[config.mk]
export PLATFORM = sky130hd
export DESIGN_NAME = cnt_step_monitor
export DESIGN_NICKNAME = d
export VERILOG_FILES = /design/src/rtl/cnt_mon_pkg.sv /design/src/rtl/cnt_mon_fifo.sv /design/src/rtl/cnt_step_monitor.sv
export SDC_FILE = /design/constraint.sdc
export NUM_CORES = 1
export LEC_CHECK = 0
export BUFFER_PORTS_ARGS = -buffer_cell sky130_fd_sc_hd__buf_4
export CELL_PAD_IN_SITES_DETAIL_PLACEMENT = 0
export CELL_PAD_IN_SITES_GLOBAL_PLACEMENT = 1
export CORE_MARGIN = 2
export CORE_UTILIZATION = 43
export CTS_BUF_LIST = sky130_fd_sc_hd__clkbuf_16
export DETAILED_ROUTE_END_ITERATION = 8
export GPL_TIMING_DRIVEN = 0
export PLACE_DENSITY_LB_ADDON = 0.3
export SLEW_MARGIN = 20
export SYNTH_ARGS = -nofsm -noshare
export SYNTH_HDL_FRONTEND = slang
export SYNTH_SLANG_ARGS = --single-unit
[constraint.sdc]
create_clock -name clk -period 3.58 [get_ports clk]
set_input_delay 0.895 -clock clk [delete_from_list [all_inputs] [get_ports clk]]
set_output_delay 0.895 -clock clk [all_outputs]
set_load 0.03 [all_outputs]
[src/rtl/cnt_mon_pkg.sv]
// Shared types and constants for the counter step monitor.
// Optional STEP_STATS_EN adds per-class step counters to the top.
package cnt_mon_pkg;

    typedef enum logic [2:0] {
        C_INC  = 3'd0,
        C_DEC  = 3'd1,
        C_JUP  = 3'd2,
        C_JDN  = 3'd3,
        C_HOLD = 3'd4,
        C_REV  = 3'd5,
        C_ILL  = 3'd6
    } cls_e;

    typedef enum logic [1:0] {
        S_EMPTY = 2'd0,
        S_TRACK = 2'd1,
        S_ERR   = 2'd2
    } state_e;

    typedef enum logic [1:0] {
        SG_NONE = 2'd0,
        SG_POS  = 2'd1,
        SG_NEG  = 2'd2
    } sgn_e;

    localparam int EV_W = 13;

    localparam logic signed [9:0] CNT_MIN  = -10'sd230;
    localparam logic signed [9:0] CNT_MAX  = 10'sd235;
    localparam logic signed [9:0] CNT_INV  = -10'sd11;
    localparam logic signed [9:0] JUP_FROM = -10'sd16;
    localparam logic signed [9:0] JDN_FROM = -10'sd2;

    localparam logic signed [10:0] D_INC = 11'sd5;
    localparam logic signed [10:0] D_DEC = 11'sd9;
    localparam logic signed [10:0] D_JUP = 11'sd10;
    localparam logic signed [10:0] D_JDN = 11'sd18;

    function automatic logic signed [10:0] sext(input logic signed [9:0] v);
        return {v[9], v};
    endfunction

endpackage

[src/rtl/cnt_mon_fifo.sv]
// First-word-fall-through event FIFO; output reads 0 while empty.
// drop_o pulses when a push is refused because the FIFO is full.
module cnt_mon_fifo #(
    parameter int DEPTH = 4,
    parameter int W     = 13
) (
    input  logic         clk,
    input  logic         rst,
    input  logic         push_i,
    input  logic [W-1:0] data_i,
    input  logic         pop_i,
    output logic [W-1:0] data_o,
    output logic         empty_o,
    output logic         drop_o
);

    localparam int AW = $clog2(DEPTH);

    logic [W-1:0] mem [DEPTH];
    logic [AW:0]  wp_q, rp_q;
    logic         full, do_pop, do_push;

    assign empty_o = (wp_q == rp_q);
    assign full    = (wp_q[AW] != rp_q[AW]) &&
                     (wp_q[AW-1:0] == rp_q[AW-1:0]);
    assign do_pop  = pop_i && !empty_o;
    assign do_push = push_i && (!full || do_pop);
    assign drop_o  = push_i && full && !do_pop;
    assign data_o  = empty_o ? '0 : mem[rp_q[AW-1:0]];

    // Pointer bookkeeping; the extra MSB distinguishes full from empty
    always_ff @(posedge clk or posedge rst) begin
        if (rst) begin
            wp_q <= '0;
            rp_q <= '0;
        end else begin
            if (do_push) wp_q <= wp_q + (AW+1)'(1);
            if (do_pop)  rp_q <= rp_q + (AW+1)'(1);
        end
    end

    // Storage array, written only on an accepted push
    always_ff @(posedge clk) begin
        if (do_push) mem[wp_q[AW-1:0]] <= data_i;
    end

endmodule

[src/rtl/cnt_step_monitor.sv]
// Classifies counter steps, tracks min/max and queues notable events.
// Define STEP_STATS_EN to add hold/jump/reversal counters.
module cnt_step_monitor
    import cnt_mon_pkg::*;
#(
    parameter int DEPTH    = 4,
    parameter bit EMIT_ALL = 1'b0
) (
    input  logic        clk,
    input  logic        rst,
    input  logic [9:0]  cnt_i,
    input  logic        cnt_vld_i,
    input  logic        clr_i,
    output logic        ev_valid_o,
    input  logic        ev_ready_i,
    output logic [12:0] ev_data_o,
    output logic [9:0]  min_o,
    output logic [9:0]  max_o,
    output logic        trk_vld_o,
    output logic        err_o,
    output logic [7:0]  drop_cnt_o
`ifdef STEP_STATS_EN
   ,output logic [15:0] hold_cnt_o,
    output logic [15:0] jump_cnt_o,
    output logic [15:0] rev_cnt_o
`endif
);

    state_e             state_q, state_d;
    sgn_e               sgn_q;
    cls_e               cls, ev_cls;
    logic signed [9:0]  smp, prev_q, min_q, max_q;
    logic signed [10:0] delta;
    logic               bad_val, emit, push, drop, empty;
    logic               trk_q, err_q;
    logic [7:0]         drop_q;

    assign smp     = $signed(cnt_i);
    assign delta   = sext(smp) - sext(prev_q);
    assign bad_val = (smp < CNT_MIN) || (smp > CNT_MAX) ||
                     (smp == CNT_INV);
    assign emit    = EMIT_ALL || !(cls == C_INC || cls == C_DEC);

    // Step classification; ILL dominates every other class
    always_comb begin
        cls = C_ILL;
        if (bad_val)
            cls = C_ILL;
        else if (delta == '0)
            cls = C_HOLD;
        else if (delta == D_INC)
            cls = (sgn_q == SG_NEG) ? C_REV : C_INC;
        else if (delta == -D_DEC)
            cls = (sgn_q == SG_POS) ? C_REV : C_DEC;
        else if (delta == D_JUP && prev_q == JUP_FROM)
            cls = C_JUP;
        else if (delta == -D_JDN && prev_q == JDN_FROM)
            cls = C_JDN;
    end

    // Next state and event push decision
    always_comb begin
        state_d = state_q;
        push    = 1'b0;
        ev_cls  = cls;
        if (clr_i) begin
            state_d = S_EMPTY;
        end else if (cnt_vld_i) begin
            unique case (state_q)
                S_EMPTY: begin
                    ev_cls  = C_ILL;
                    push    = bad_val;
                    state_d = bad_val ? S_ERR : S_TRACK;
                end
                S_TRACK: begin
                    push = emit;
                    if (cls == C_ILL) state_d = S_ERR;
                end
                S_ERR: begin
                    push = emit;
                end
                default: state_d = S_EMPTY;
            endcase
        end
    end

    // State register
    always_ff @(posedge clk or posedge rst) begin
        if (rst) state_q <= S_EMPTY;
        else     state_q <= state_d;
    end

    // Tracking datapath: previous sample, step sign, min/max, flags
    always_ff @(posedge clk or posedge rst) begin
        if (rst) begin
            prev_q <= '0;
            sgn_q  <= SG_NONE;
            min_q  <= '0;
            max_q  <= '0;
            trk_q  <= 1'b0;
            err_q  <= 1'b0;
        end else if (clr_i) begin
            prev_q <= '0;
            sgn_q  <= SG_NONE;
            min_q  <= '0;
            max_q  <= '0;
            trk_q  <= 1'b0;
            err_q  <= 1'b0;
        end else if (cnt_vld_i) begin
            prev_q <= smp;
            if (state_q == S_EMPTY) begin
                sgn_q <= SG_NONE;
                if (bad_val) begin
                    err_q <= 1'b1;
                end else begin
                    min_q <= smp;
                    max_q <= smp;
                    trk_q <= 1'b1;
                end
            end else begin
                if (delta != '0)
                    sgn_q <= delta[10] ? SG_NEG : SG_POS;
                if (state_q == S_TRACK) begin
                    if (cls == C_ILL) begin
                        err_q <= 1'b1;
                    end else begin
                        if (smp < min_q) min_q <= smp;
                        if (smp > max_q) max_q <= smp;
                    end
                end
            end
        end
    end

    // Saturating count of events lost to a full FIFO
    always_ff @(posedge clk or posedge rst) begin
        if (rst)
            drop_q <= '0;
        else if (drop && drop_q != 8'hFF)
            drop_q <= drop_q + 8'd1;
    end

    cnt_mon_fifo #(
        .DEPTH (DEPTH),
        .W     (EV_W)
    ) u_fifo (
        .clk     (clk),
        .rst     (rst),
        .push_i  (push),
        .data_i  ({ev_cls, cnt_i}),
        .pop_i   (ev_ready_i),
        .data_o  (ev_data_o),
        .empty_o (empty),
        .drop_o  (drop)
    );

    assign ev_valid_o = !empty;
    assign min_o      = min_q;
    assign max_o      = max_q;
    assign trk_vld_o  = trk_q;
    assign err_o      = err_q;
    assign drop_cnt_o = drop_q;

`ifdef STEP_STATS_EN
    logic [15:0] hold_q, jump_q, rev_q;
    logic        cnt_en;

    assign cnt_en = cnt_vld_i && !clr_i && (state_q != S_EMPTY);

    // Saturating per-class counters, independent of FIFO outcome
    always_ff @(posedge clk or posedge rst) begin
        if (rst) begin
            hold_q <= '0;
            jump_q <= '0;
            rev_q  <= '0;
        end else if (clr_i) begin
            hold_q <= '0;
            jump_q <= '0;
            rev_q  <= '0;
        end else if (cnt_en) begin
            if (cls == C_HOLD && hold_q != 16'hFFFF)
                hold_q <= hold_q + 16'd1;
            if ((cls == C_JUP || cls == C_JDN) && jump_q != 16'hFFFF)
                jump_q <= jump_q + 16'd1;
            if (cls == C_REV && rev_q != 16'hFFFF)
                rev_q <= rev_q + 16'd1;
        end
    end

    assign hold_cnt_o = hold_q;
    assign jump_cnt_o = jump_q;
    assign rev_cnt_o  = rev_q;
`endif

endmodule
=== After elaboration in Yosys (flattened, before gate mapping) ===
Memory sizes are Yosys's and may differ from the RTL's.
Cells that the tools add are included.

* Flip-flop bits (word level): 50
* Word-level logic and storage cells: 128
* Memories kept: 1
* Memory bits (writable): 52
* Input port bits: 15
* Output and inout bits: 44

* Add/sub/neg operators: 4
* $lt $le $gt $ge: 4
* Equal/unequal tests: 23
* Reductions and logical operators: 34
* Muxes and demuxes: 52

{| class="wikitable"
|+ Memory list
! memory !! words !! bits a word !! read ports !! clocked after Yosys merged registers in !! write ports !! line !! source
|-
| u_fifo.mem || 4 || 13 || 1 || 0 || 1 || cnt_mon_fifo.sv:19 || <nowiki>logic [W-1:0] mem [DEPTH];</nowiki>
|}

{| class="wikitable"
|+ Operator list
! cell !! number
|-
| $mux W10 || 15
|-
| $mux W3 || 11
|-
| $eq A11 B5 Y1 const B || 2
|-
| $eq A10 B5 Y1 const B || 2
|-
| $mux W2 || 9
|-
| $reduce_bool A3 Y1 || 5
|-
| $mux W1 || 14
|-
| $mux W13 || 1
|-
| $eq A11 B4 Y1 const B || 1
|-
| $eq A11 B6 Y1 const B || 1
|-
| $logic_not A11 Y1 || 1
|-
| $reduce_bool A11 Y1 || 1
|-
| $sub A10 B10 Y11 || 1
|-
| $eq A10 B2 Y1 const B || 1
|-
| $gt A10 B10 Y1 || 1
|-
| $gt A10 B9 Y1 const B || 1
|-
| $lt A10 B10 Y1 || 1
|-
| $lt A10 B9 Y1 const B || 1
|-
| $reduce_and A5 Y1 || 2
|-
| $ne A3 B3 Y1 const B || 3
|-
| $add A8 B1 Y8 const B || 1
|-
| $logic_and A1 B1 Y1 || 8
|-
| $ne A8 B8 Y1 const B || 1
|-
| $add A3 B1 Y3 const B || 2
|-
| 20 further kinds || 31
|}

=== Logic depth before layout (Yosys ltp) ===
* Depth in word-level cells: 18
* Depth in mapped cells: 14
* Depth with buffers taken out: 13

=== By module ===
From an unflattened synthesis, not the netlist that was laid out.

* Cell total of the unflattened synthesis: 525
* Area, all modules: 5889.4 µm²

{| class="wikitable"
|+ By module, submodules not included
! module !! instances !! area an instance (µm²) !! sequential area each (µm²) !! cells an instance
|-
| cnt_step_monitor || 1 || 3470.8 || 1101.1 || 403
|-
| cnt_mon_fifo || 1 || 2418.6 || 1711.6 || 122
|}

=== Least setup slack after synthesis ===
No wires, ideal clock.

* Path kind: input to register
* Start point: input port cnt_i[0]
* End point: memory u_fifo.mem[0][0] (enable)
* Slack: -0.336 ns
* Arrival time: 3.556 ns
* Cell stages on the path: 12
* Buffers on the path: 0
* Data required time: 3.220 ns
* Library setup time: 0.360 ns
* Cells stage by stage: inv_1 ha_1 fa_1 nor2b_1 o31ai_1 a211oi_1 o22ai_1 nor4_2 nor3b_2 o32ai_4 a21oi_4 and2_1

* Longest elaborated chain between the ends: 18
* Elaborated cells on any way between the ends: 29

{| class="wikitable"
|+ RTL lines
! element !! line !! source
|-
| start, declared || cnt_step_monitor.sv:11 || <nowiki>input logic [9:0] cnt_i,</nowiki>
|-
| $sub A10 B10 Y11 || cnt_step_monitor.sv:39 || <nowiki>assign delta = sext(smp) - sext(prev_q);</nowiki>
|-
| $eq A11 B6 Y1 || cnt_step_monitor.sv:57 || <nowiki>else if (delta == -D_JDN && prev_q == JDN_FROM)</nowiki>
|-
| $logic_and A1 B1 Y1 || cnt_step_monitor.sv:57 ||
|-
| $mux W3 || cnt_step_monitor.sv:57 ||
|-
| $mux W3 || cnt_step_monitor.sv:55 || <nowiki>else if (delta == D_JUP && prev_q == JUP_FROM)</nowiki>
|-
| $mux W3 || cnt_step_monitor.sv:53 || <nowiki>else if (delta == -D_DEC)</nowiki>
|-
| $mux W3 || cnt_step_monitor.sv:51 || <nowiki>else if (delta == D_INC)</nowiki>
|-
| $mux W3 || cnt_step_monitor.sv:49 || <nowiki>else if (delta == '0)</nowiki>
|-
| [... 2 more ...] || -- ||
|-
| $logic_or A1 B1 Y1 || cnt_step_monitor.sv:42 || <nowiki>assign emit = EMIT_ALL || !(cls == C_INC || cls == C_DEC);</nowiki>
|-
| $logic_not A1 Y1 || cnt_step_monitor.sv:42 ||
|-
| $pmux W1 S2 * || cnt_step_monitor.sv:69 || <nowiki>unique case (state_q)</nowiki>
|-
| $mux W1 * || cnt_step_monitor.sv:68 || <nowiki>end else if (cnt_vld_i) begin</nowiki>
|-
| $mux W1 * || cnt_step_monitor.sv:66 || <nowiki>if (clr_i) begin</nowiki>
|-
| $logic_and A1 B1 Y1 * || cnt_mon_fifo.sv:27 || <nowiki>assign do_push = push_i && (!full || do_pop);</nowiki>
|-
| $mux W1 * || cnt_mon_fifo.sv:44 || <nowiki>if (do_push) mem[wp_q[AW-1:0]] <= data_i;</nowiki>
|-
| $mux W1 (not written as such) * || cnt_mon_fifo.sv:44 ||
|-
| end, declared || cnt_mon_fifo.sv:19 ||
|}

Mark *: on every way between the ends. The rest lies on a longest branch, timed or not.

=== Final worst setup path ===
* Start point: input port cnt_i[1]
* End point: memory u_fifo.mem[2][9] (enable)

The elaborated chain is that of the path after synthesis.

==> run summary <==
Adding up every negative setup slack in the final design gives -8.37 ns. Detailed placement finished with a half-perimeter wire length of 9.78 mm. The total met3 wirelength after detailed routing is 588 µm.

After layout, the worst setup slack is -0.159 ns. The CTS tree is yes. The number of rows in the core area came out at 42. After synthesis, the cell types taking the most area are edfxtp_1, dfrtp_1, ha_1, mux4_2, inv_1. The number of non-filler instances in the completed layout came out at 778. The flip-flop and latch count after synthesis is 102. The proportion of synthesized flip-flops having asynchronous set or reset came out at 0.490. The share of layout cells above drive strength 1 came out at 0.286. The first-pass detailed-route iteration total is 5. The count of pins on the block boundary is 59. The area fraction of the dominant cell type after synthesis is 0.267. The routed design could run at a clock period as short as 3.74 ns. The die covers 14,500 µm².

The last weighted congestion value of the routability-driven placer came out at 0.806. The final clock period utilization by the worst path is 1.04. The sequential-to-total area share from yosys stat is 0.481. Summed over all cells, the static leakage comes to 2.90 nW.

After global routing the overflow that remains totals 0. The number of synthesized flops with an enable pin is 52. The count of unresolved DRC violations after routing came out at 0. In the global route stage, overall resource usage came out at 0.210. The worst-case setup slack after placement is -0.717 ns. The mapped cell area came out at 5850 µm². The kind of end point of the critical path is a flop.

The critical path in this run is classified as input pin to flop. Of all nets on the critical path, the largest fanout is 13. The maximum root-to-sink buffer count is 2. After detailed placement, the total cell area comes to 6630 µm². The routed length on met2 came out at 7.46 mm. The class of the tightest hold or removal check is flop to flop. The post-synthesis cell count is 508. The effective utilization at floorplan is 0.442. The run finished, with violations left. The number of buffers created by CTS is 9. The final-report setup violation count came out at 80.

The detailed-routing wirelength on met1 came out at 6.61 mm. Summed over all instances, the cell type with the most area after synthesis is edfxtp_1. The core region is 13,200 µm². The via count of the first global-routing pass came out at 4,266. The wire length per cell after detailed routing came out at 19.2 µm.

The largest net degree at the start of global routing came out at 51. In this run the critical register-to-register path is launched from prev_q[1]$_DFFE_PP0N_. The vertical die dimension is 121 µm. The number of nets still failing antenna checks after routing is 0.

For this design the ratio of total power to cell area is 576 nW/µm². The final number of hold-violating endpoints is 0. IR analysis of the VDD net gives a maximum drop of 0.000260 V.

The final reports fail on setup timing. The final net count came out at 652. The repair_antennas step left the layout with diodes totalling 0. Routed signal wires occupy layers up through met4. The insertion delay to the later sink of the worst-skew pair came out at 0.36 ns. The main flop type after synthesis is edfxtp_1.

Counting distinct cell types in the post-synthesis netlist gives 77. The required time of the worst setup path came out at 3.64 ns. The routed design has 14.9 mm of wire. CTS saw 102 sinks. In this run the number of H-tree levels came out at 3. STA puts the critical path data arrival time at 3.80 ns. The total via count in the routed design came out at 4,403.

The kind of start point of the critical path is an input pin. The design area is 7330 µm². In this run the tightest slew margin relative to its limit is 0.462.

The maximum clock frequency came out at 0.267 GHz. The number of placed instances, taps included came out at 742. The count of yosys warnings during synthesis came out at 0. CTS placed an instance of clkbuf_16 at the clock tree root. The first-pass GRT wire length came out at 23.3 mm. The number of max-slew violations in the final report is 0. The number of max-capacitance violations reported is 0. For the pin with the worst max-slew slack, the measured transition is 0.802 ns. The average instance in the mapped netlist occupies 11.5 µm². The routed via count divided by cell count came out at 5.66. The critical path starts at cnt_i[1]. Setup repair after global routing could not meet its margin everywhere. The post-synthesis net count came out at 563.

The launch instance of the worst min-delay path is drop_cnt_o[4]$_DFFE_PP0P_. In this run the tool buffered the top-level ports with 58 buffer cells. The area growth from synthesis to layout came out at 25.3%. The initial antenna violation count is 0. The width of the die is 121 µm. The detailed router finished its first iteration with 279 violations. The number of hold-repair buffers added at the cts stage came out at 0. Between clock sinks in the finished design, the worst skew comes to 0.00857 ns.

The register clock-pin slew on the reported worst setup and hold paths came out at 0.08 ns.
[final cells by class]
type | count | area, µm²
repair buffers | 74 | 594
well taps | 176 | 220
inverters | 47 | 191
clock inverters | 7 | 88.8
fillers | 1135 | 5920
clock buffers | 9 | 225
multi-input cells | 346 | 3110
plain buffers | 17 | 88.8
flip-flops and latches | 102 | 2810
[flip-flops by register name (all words and copies together), names as in the netlist]
signal       count
err_o            1
prev_q          10
drop_cnt_o       8
u_fifo.wp_q      3
max_o           10
state_q          2
u_fifo.mem      52
sgn_q            2
u_fifo.rp_q      3
min_o           10
trk_vld_o        1
[metal layers]
metal / global-route usage / up-vias
met4: 0.0516 / 0
met2: 0.346 / 110
li1: - / 2081
met3: 0.0363 / 19
met5: 0 / -
met1: 0.288 / 2193
[cells in the mapped netlist, types with 13 or more instances]
cell type and instances:
a21oi_1 21, dfrtp_1 50, edfxtp_1 52, ha_1 39, inv_1 47, mux4_2 13
nand2_1 21, nand3_1 20, nor2_1 29, nor2b_1 20, o21ai_1 14, xnor2_1 14
[critical path, cell delays in order]
cell and delay (ns):
buf_6 0.14, ha_1 0.29, nor2b_1 0.25, o21ai_0 0.18
a21boi_1 0.39, o2111ai_4 0.20, nor4_4 0.38, nor3b_4 0.30
o32ai_4 0.12, buf_6 0.16, a21oi_4 0.24, and2_4 0.27
[where the power goes]
group          switching, mW  internal (mW)
registers             0.0828           1.35
logic                   1.03          0.732
clock network          0.515          0.509
[path summary, 6_finish.rpt]
| check | endpoint | slack [ns] | depth (start not counted) |
|---|---|---|---|
| setup / recovery | u_fifo.mem[2][9]$_DFFE_PP_ | -0.16 | 12 |
| hold / removal | drop_cnt_o[4]$_DFFE_PP0P_ | 0.50 | 1 |
| setup reg to reg | u_fifo.mem[2][9]$_DFFE_PP_ | 0.03 | 12 |
| hold reg to reg | drop_cnt_o[4]$_DFFE_PP0P_ | 0.50 | 1 |
| max in group asynchronous | u_fifo.wp_q[1]$_DFFE_PP0N_ | 2.50 | 2 |
| min in group asynchronous | drop_cnt_o[6]$_DFFE_PP0P_ | 0.65 | 2 |
[metrics by stage]
stage	utilization	total power [mW]	hold slack (ns)
3_5_place_dp	0.501	3.12	0.486
4_1_cts	0.540	4.19	0.496
3_3_place_gp	0.500	3.09	0.478
6_report	0.553	4.22	0.500
2_1_floorplan	-	2.60	0.462
5_1_grt	0.553	4.43	0.519
[kinds of logic after synthesis]
kind of cell             synth area share
buffers and inverters              0.0434
XOR/XNOR                           0.0270
flip-flops                          0.481
multiplexers                       0.0755
AO/OA/AOI/OAI                       0.150
AND/OR/NAND/NOR                     0.136
adder cells (fa/ha/maj)            0.0869
[repair_timing]
action	in CTS	in global routing
cloned	5	0
gates resized for setup	25	24
pin swaps	17	25
setup endpoints to repair	104	95
buffers inserted	8	10
[cells in the final DEF (no fill, tap or decap), drive strengths merged, types with 7 or more instances in the layout]
cell type	synthesis	layout
a21oi	24	25
and2	11	15
buf	6	79
clkbuf	12	20
dfrtp	50	50
edfxtp	52	52
ha	39	39
inv	47	52
mux2i	10	10
mux4	13	13
nand2	21	21
nand3	21	21
nand4	9	9
nor2	30	30
nor2b	20	20
o21a	7	7
o21ai	27	27
xnor2	14	14
Note: power is estimated with default switching activity, not from simulation.
